$ cat src/rtl/com_loader.sv
`default_nettype none
// ============================================================================
// Module   : com_loader
// Purpose  : Turns the UART byte stream into com-side memory writes.
//            Frame: N (16b, LE), N words (LE), optional checksum byte when
//            COM_LOADER_CHECKSUM_EN is defined.
// Revision : 1.0 - initial release
// ============================================================================
module com_loader #(
  parameter logic [15:0] BASE_ADDR      = 16'h0000,
  parameter int unsigned TIMEOUT_CYCLES = 1000000
) (
  input  logic        Clk,
  input  logic        ResetN,
  input  logic        Start,
  input  logic [7:0]  RxData,
  input  logic        RxValid,
  output logic        ComEN,
  output logic        WriteFromCom,
  output logic [15:0] AddFromCom,
  output logic [15:0] DatFromCom,
  output logic        Done,
  output logic        Error
);

  localparam logic [23:0] c_timeout = 24'(TIMEOUT_CYCLES);

`ifdef COM_LOADER_CHECKSUM_EN
  typedef enum logic [2:0] {
    S_IDLE = 3'd0, S_LEN_LO = 3'd1, S_LEN_HI = 3'd2, S_DAT_LO = 3'd3,
    S_DAT_HI = 3'd4, S_WRITE = 3'd5, S_CHK = 3'd6, S_DONE = 3'd7
  } state_t;
  localparam state_t c_end_state = S_CHK;
`else
  typedef enum logic [2:0] {
    S_IDLE = 3'd0, S_LEN_LO = 3'd1, S_LEN_HI = 3'd2, S_DAT_LO = 3'd3,
    S_DAT_HI = 3'd4, S_WRITE = 3'd5, S_DONE = 3'd7
  } state_t;
  localparam state_t c_end_state = S_DONE;
`endif

  state_t      r_state, w_state;
  logic [15:0] r_cnt, w_cnt;
  logic [7:0]  r_lo, w_lo;
  logic [23:0] r_tmr, w_tmr;
  logic [15:0] r_addr, w_addr;
  logic [15:0] r_dat, w_dat;
  logic        r_comen, w_comen;
  logic        r_wr, w_wr;
  logic        r_done, w_done;
  logic        r_err, w_err;
  logic        w_active;
  logic        w_timeout;
`ifdef COM_LOADER_CHECKSUM_EN
  logic [7:0]  r_sum, w_sum;
`endif

  always_comb begin
    w_state   = r_state;
    w_cnt     = r_cnt;
    w_lo      = r_lo;
    w_addr    = r_addr;
    w_dat     = r_dat;
    w_err     = r_err;
    w_tmr     = 24'd0;
    w_timeout = 1'b0;
`ifdef COM_LOADER_CHECKSUM_EN
    w_sum     = r_sum;
`endif
    // Idle-gap timer runs only while a frame is in flight.
    w_active = (r_state != S_IDLE) && (r_state != S_DONE);
    if (w_active && !RxValid) begin
      w_tmr     = r_tmr + 24'd1;
      w_timeout = (w_tmr == c_timeout);
    end

    case (r_state)
      S_IDLE: begin
        if (Start) begin
          w_state = S_LEN_LO;
          w_err   = 1'b0;
          w_addr  = BASE_ADDR;
          w_cnt   = 16'd0;
`ifdef COM_LOADER_CHECKSUM_EN
          w_sum   = 8'd0;
`endif
        end
      end
      S_LEN_LO: begin
        if (RxValid) begin
          w_cnt[7:0] = RxData;
          w_state    = S_LEN_HI;
        end
      end
      S_LEN_HI: begin
        if (RxValid) begin
          w_cnt[15:8] = RxData;
          w_state     = ({RxData, r_cnt[7:0]} == 16'd0) ? c_end_state : S_DAT_LO;
        end
      end
      S_DAT_LO: begin
        if (RxValid) begin
          w_lo    = RxData;
          w_state = S_DAT_HI;
`ifdef COM_LOADER_CHECKSUM_EN
          w_sum   = r_sum + RxData;
`endif
        end
      end
      S_DAT_HI: begin
        if (RxValid) begin
          w_dat   = {RxData, r_lo};
          w_cnt   = r_cnt - 16'd1;
          w_state = S_WRITE;
`ifdef COM_LOADER_CHECKSUM_EN
          w_sum   = r_sum + RxData;
`endif
        end
      end
      S_WRITE: begin
        // Bytes arriving while the strobe is out are dropped as overrun.
        w_addr  = r_addr + 16'd1;
        w_state = (r_cnt == 16'd0) ? c_end_state : S_DAT_LO;
        if (RxValid) w_err = 1'b1;
      end
`ifdef COM_LOADER_CHECKSUM_EN
      S_CHK: begin
        if (RxValid) begin
          if (RxData != r_sum) w_err = 1'b1;
          w_state = S_DONE;
        end
      end
`endif
      S_DONE: begin
        w_state = S_IDLE;
        if (RxValid) w_err = 1'b1;
      end
      default: w_state = S_IDLE;
    endcase

    if (w_timeout) begin
      w_err   = 1'b1;
      w_state = S_DONE;
    end

    w_comen = (w_state != S_IDLE);
    w_wr    = (w_state == S_WRITE);
    w_done  = (w_state == S_DONE);
  end

  always_ff @(posedge Clk or negedge ResetN) begin
    if (!ResetN) begin
      r_state <= S_IDLE;
      r_cnt   <= 16'd0;
      r_lo    <= 8'd0;
      r_tmr   <= 24'd0;
      r_addr  <= BASE_ADDR;
      r_dat   <= 16'd0;
      r_comen <= 1'b0;
      r_wr    <= 1'b0;
      r_done  <= 1'b0;
      r_err   <= 1'b0;
`ifdef COM_LOADER_CHECKSUM_EN
      r_sum   <= 8'd0;
`endif
    end else begin
      r_state <= w_state;
      r_cnt   <= w_cnt;
      r_lo    <= w_lo;
      r_tmr   <= w_tmr;
      r_addr  <= w_addr;
      r_dat   <= w_dat;
      r_comen <= w_comen;
      r_wr    <= w_wr;
      r_done  <= w_done;
      r_err   <= w_err;
`ifdef COM_LOADER_CHECKSUM_EN
      r_sum   <= w_sum;
`endif
    end
  end

  assign ComEN        = r_comen;
  assign WriteFromCom = r_wr;
  assign AddFromCom   = r_addr;
  assign DatFromCom   = r_dat;
  assign Done         = r_done;
  assign Error        = r_err;

endmodule
`default_nettype wire

$ cat config.mk
export PLATFORM = sky130hd
export DESIGN_NAME = com_loader
export DESIGN_NICKNAME = d
export VERILOG_FILES = /design/src/rtl/com_loader.sv
export SDC_FILE = /design/constraint.sdc
export NUM_CORES = 1
export LEC_CHECK = 0
export BUFFER_PORTS_ARGS = -buffer_cell sky130_fd_sc_hd__clkbuf_2
export CAP_MARGIN = 20
export CELL_PAD_IN_SITES_DETAIL_PLACEMENT = 1
export CELL_PAD_IN_SITES_GLOBAL_PLACEMENT = 1
export CORE_ASPECT_RATIO = 1.2
export CORE_MARGIN = 5
export CORE_UTILIZATION = 45
export CTS_CLUSTER_SIZE = 16
export DETAILED_ROUTE_END_ITERATION = 7
export PLACE_DENSITY = 0.85
export SLEW_MARGIN = 20
export SYNTH_ARGS = -nofsm -noshare
export SYNTH_HDL_FRONTEND = slang
export SYNTH_SLANG_ARGS = --single-unit
$ cat constraint.sdc
create_clock -name Clk -period 3.3 [get_ports Clk]
set_input_delay 0.495 -clock Clk [delete_from_list [all_inputs] [get_ports Clk]]
set_output_delay 0.495 -clock Clk [all_outputs]
set_load 0.02 [all_outputs]
Word-level counts from Yosys, hierarchy flattened:

Cells that the tools add are included.

* output and inout bits: 36
* bits of input ports: 12
* memories kept: 0
* bits in latches: 0
* memory bits (read-only): 0
* register bits after elaboration: 87
* RAM bits: 0
* logic and storage cells: 70

* order comparisons: 0
* reduce and logical (&&, ||, !) cells: 19
* equal/unequal tests: 16
* div/mod/pow operators: 0
* $mul: 0
* shift-type cells: 0
* multiplexer cells: 21
* add/subtract/negate cells: 3
* bitwise logic cells: 0

Operators with widths (number)
* $pmux W8 S3: 2
* $logic_not A16 Y1: 2
* $mux W16: 2
* $pmux W16 S2: 1
* $add A24 B1 Y24 const B: 1
* $eq A24 B20 Y1 const B: 1
* $mux W24: 1
* $mux W3: 8
* $pmux W3 S6: 1
* $add A16 B1 Y16 const B: 1
* $sub A16 B1 Y16 const B: 1
* $eq A3 B3 Y1 const B: 5
* $reduce_bool A3 Y1: 5
* $mux W8: 1
* $ne A2 B2 Y1 const B: 4
* $reduce_and A4 Y1: 2
* $eq A3 B2 Y1 const B: 2
* $ne A3 B3 Y1 const B: 2
* $reduce_and A2 Y1: 3
* $mux W1: 4
* $eq A3 B1 Y1 const B: 1
* $logic_not A3 Y1: 1
* $ne A3 B1 Y1 const B: 1
* $reduce_and A3 Y1: 1
* 5 further kinds: 6

Longest topological paths before layout:

* depth after elaboration: 6
* gate-level depth with buffers: 9
* depth with buffers taken out: 7

Worst setup path before layout:

OpenSTA, ideal clock, no wires.

* kind: reg-to-reg
* start: register r_tmr[0]
* end: register r_state[0]
* stages on the path, launching flop included: 9
* buffers on the path: 1
* arrival time: 2255 ps
* data required time: 3205 ps
* path slack: 950 ps
* library setup time: 95 ps
* period minus slack after synthesis: 2350 ps
* cell sequence: dfrtp_1 -> ha_1 -> nand3_1 -> or4_1 -> o21ai_1 -> o2111ai_1 -> or4_1 -> buf_2 -> o31ai_1

* cells in the longest elaborated chain, start to end: 4

Ends and longest elaborated chain
* start, declared: line 45 `logic [23:0] r_tmr, w_tmr;`
* start signal, assigned: line 170 `r_tmr <= w_tmr;`
* $add A24 B1 Y24: line 73 `w_tmr = r_tmr + 24'd1;`
* $eq A24 B20 Y1: line 74 `w_timeout = (w_tmr == c_timeout);`
* $mux W1: line 72 `if (w_active && !RxValid) begin`
* $mux W3: line 141 `if (w_timeout) begin`
* net w_state[0]: line 42 `state_t r_state, w_state;`
* end signal, assigned: line 167 `r_state <= w_state;`
* end, declared: line 42

The timed path passes the listed nets, and every way through them passes these cells.
A chain may end at the register's enable or synchronous reset.

Final worst setup path:

* start: register r_tmr[4]
* end: register r_comen (netlist: ComEN)

* cells in the longest elaborated chain, start to end: 5

Ends and longest elaborated chain
* $add A24 B1 Y24: line 73
* $eq A24 B20 Y1: line 74
* $mux W1: line 72
* $mux W3: line 141
* $reduce_bool A3 Y1: line 146 `w_comen = (w_state != S_IDLE);`
* net w_comen: line 48 `logic r_comen, w_comen;`
* end signal, assigned: line 173 `r_comen <= w_comen;`
* end, declared: line 48

The timed path passes the listed nets, and every way through them passes these cells.

==> flow_metrics.py <==
metrics = {
    "route": {
        "via_count": 3728,
        "avgRoutedWirePerCell_um": 18.98,
        "drtIter0Drc": 174,
        "drt_wl_total_um": 11900,
        "dr.pass1.iters": 4,
        "viasPerCell": 5.946,
        "drc": 0,
        "antenna_left": 0,
    },
    "clock_network": {
        "root_buffer": "clkbuf_16",
        "clock_latency_ns": 0.35,
        "cts_tree": "built",
        "cts_hold_buf": 0,
        "htreeDepth": 3,
        "post_cts_resized": 0,
        "numClockSinks": 87,
        "cts_buffer_depth": 2,
        "clk_pin_slew_ns": 0.07,
        "tritoncts.num_buffers": 9,
        "cts_setup_buffers": 0,
    },
    "power": {
        "pwr-share-comb": 0.335,
        "swShare": 0.4065,
        "p_leak_uw": 0.002252,
        "p_seq_frac": 0.405,
        "p_sw_uw": 1653,
        "power_density_nw_per_um2": 801.1,
        "p_int_uw": 2414,
        "p_total_uw": 4067,
        "irDropWorstVdd_uv": 537.0,
        "power.share.clock": 0.260,
    },
    "sta": {
        "fin_setup_tns_ns": 0,
        "relSlewSlack": 0.3572,
        "maxSlewViolCount": 0,
        "fin_crit_ns": 2.715,
        "period_share": 0.8226,
        "hold_violations": 0,
        "setup_violations": 0,
        "skew_ns": 0.006508,
        "worst_pin_slew_ns": 0.9622,
        "rsz0062_at_grt": "false",
        "worst_slack_ns": 0.5853,
        "fmax_mhz": 368.4,
    },
    "setup_path": {
        "worst-path-buf-inv": 0,
        "required_ns": 3.58,
        "startpoint_type": "flip-flop",
        "worst-path-stages": 6,
        "cp_top_family": "simple AND/OR/NAND/NOR gates",
        "crit_type": "reg -> reg",
        "max_stage_delay_ns": 0.68,
        "crit_slowest_cell": "or4_1",
        "rr_worst_depth": 6,
        "crit_chain": "nand4_2 > nor4_1 > mux2i_1 > nand4_1 > or4_1 > nand2_1",
        "arrival_ns": 3.00,
        "cp_max_fo": 13,
        "worstSetupEndpointType": "flip-flop",
    },
    "floorplanning": {
        "die_w_um": 100.8,
        "core_area_sq_um": 9613,
        "die-height_um": 119.0,
        "dieArea_sq_um": 11990,
        "ios": 48,
        "start_util": 0.4631,
        "rows": 39,
    },
    "layout": {
        "final_common_cell": "dfrtp_1",
        "layout-drive-gt1-share": 0.1984,
        "register_area_sq_um": 2177,
        "multiInputGateArea_sq_um": 2130,
        "antenna_cells": 0,
        "final_cell_mix": "dfrtp_1, nor2_1, o21ai_0, clkbuf_2, nand2_1",
        "fillers": 1099,
        "nets": 516,
        "syn2layout_area_growth_pct": 14.02,
    },
    "status": {
        "status": "finished clean",
    },
    "logic_synthesis": {
        "ys.flop_type": "dfrtp_1",
        "synth_seq_cells": 87,
        "synth_area_per_cell_sq_um": 9.636,
        "netlist_area_sq_um": 4452,
        "ys_seq_area_frac": 0.4890,
        "syn_inst": 462,
        "synth-edff-count": 0,
        "async_flop_share": 1.000,
        "synth.distinct_cells": 48,
        "synth_warnings": 0,
        "syn_nets": 479,
    },
    "global_routing": {
        "grt_pass1_vias": 3991,
        "grt_use_total": 0.2082,
        "antenna_found_initial": 0,
        "grt_max_degree": 88,
        "grt_pass1_wl_um": 20170,
        "grt.overflow.total": 0,
    },
    "place": {
        "dp_slack_ns": 0.6386,
        "dp_hpwl_um": 8074,
        "globalplace.congestion": 0.8498,
        "port_buffers": 47,
    },
    "hold_path": {
        "hold_path.class": "in -> async",
    },
    "job": {
        "cap_violations": 0,
    },
}
[cell type report]
| class | instances | share of cell area |
|---|---|---|
| clock buffers | 9 | 0.04437 |
| clock inverters | 7 | 0.01750 |
| inverters | 6 | 0.004437 |
| multi-input cells | 343 | 0.4195 |
| flip-flops and latches | 87 | 0.4289 |
| well taps | 123 | 0.03032 |
| repair buffers | 52 | 0.05497 |
[worst reg2reg max path: stages, from the launching register on]
cell	delay, ns
dfrtp_1	0.53
nand4_2	0.35
nor4_1	0.58
mux2i_1	0.25
nand4_1	0.12
or4_1	0.68
nand2_1	0.15
[path summary, 6_finish.rpt]
| path | from | to | slack [ns] |
|---|---|---|---|
| worst max-delay path | r_tmr[4] | ComEN | 0.59 |
| worst min-delay path | ResetN | AddFromCom[3] | 0.21 |
| worst max register to register | r_tmr[4] | ComEN | 0.59 |
| worst min register to register | r_lo[4] | r_lo[4] | 0.51 |
| max in group asynchronous | ResetN | r_tmr[16] | 2.56 |
| min in group Clk | RxData[0] | r_lo[0] | 0.48 |
[registers in the layout (all words and copies together) (netlist names), 3 cells and up]
signal      count
r_tmr          24
r_cnt          16
AddFromCom     16
r_state         3
r_lo            8
DatFromCom     16
[routing by layer]
| metal | up-vias | track usage | part of all wire |
|---|---|---|---|
| met2 | 80 | 0.3600 | 0.53 |
| li1 | 1745 | - | - |
| met5 | - | 0 | 0 |
| met3 | 20 | 0.03860 | 0.037 |
| met4 | 0 | 0.07245 | 0.019 |
| met1 | 1883 | 0.2577 | 0.41 |
[metrics by stage]
step                        util  cell area [sq um]  hold WS [ns]  cells
after floorplan                -               4452        0.1994    462
after global placement    0.4950               4758        0.4763    611
after detailed placement  0.4950               4758        0.4859    611
after CTS                 0.5277               5072        0.3933    627
after global routing      0.5280               5076        0.2688    627
final                     0.5280               5076        0.2139    627
[Yosys cell counts, types with 7 or more instances]
cell type	instances	area, sq um
dfrtp_1	87	2177
nor2_1	59	221.5
o21ai_0	47	235.2
nand2_1	28	105.1
mux2_2	24	270.3
nand3_1	24	120.1
a21oi_1	23	115.1
clkbuf_1	16	60.06
nor4_1	12	75.07
xnor2_1	12	105.1
nor3_1	11	55.05
nand4_1	10	62.56
and3_1	9	56.30
xor2_1	8	70.07
a22oi_1	7	52.55
nand2b_1	7	43.79
[logic make-up (layout without fill, tap and decap cells)]
| group | Yosys count | count (layout) | synth area share |
|---|---|---|---|
| XOR/XNOR | 20 | 20 | 0.03935 |
| AND/OR/NAND/NOR | 187 | 187 | 0.2173 |
| flip-flops | 87 | 87 | 0.4890 |
| AO/OA/AOI/OAI | 103 | 103 | 0.1380 |
| adder cells (fa/ha/maj) | 5 | 5 | 0.01405 |
| buffers and inverters | 32 | 74 | 0.03260 |
| multiplexers | 28 | 28 | 0.06970 |
[power groups by stage]
stage                     clock network, uW  registers, uW  logic (uW)
after CTS                              1070           1640        1380
after global routing                   1120           1700        1510
after floorplan                           0           1700         865
after detailed placement                  0           1660        1360
after global placement                    0           1630        1290
final                                  1060           1650        1360
Note: power is estimated with default switching activity, not from simulation.
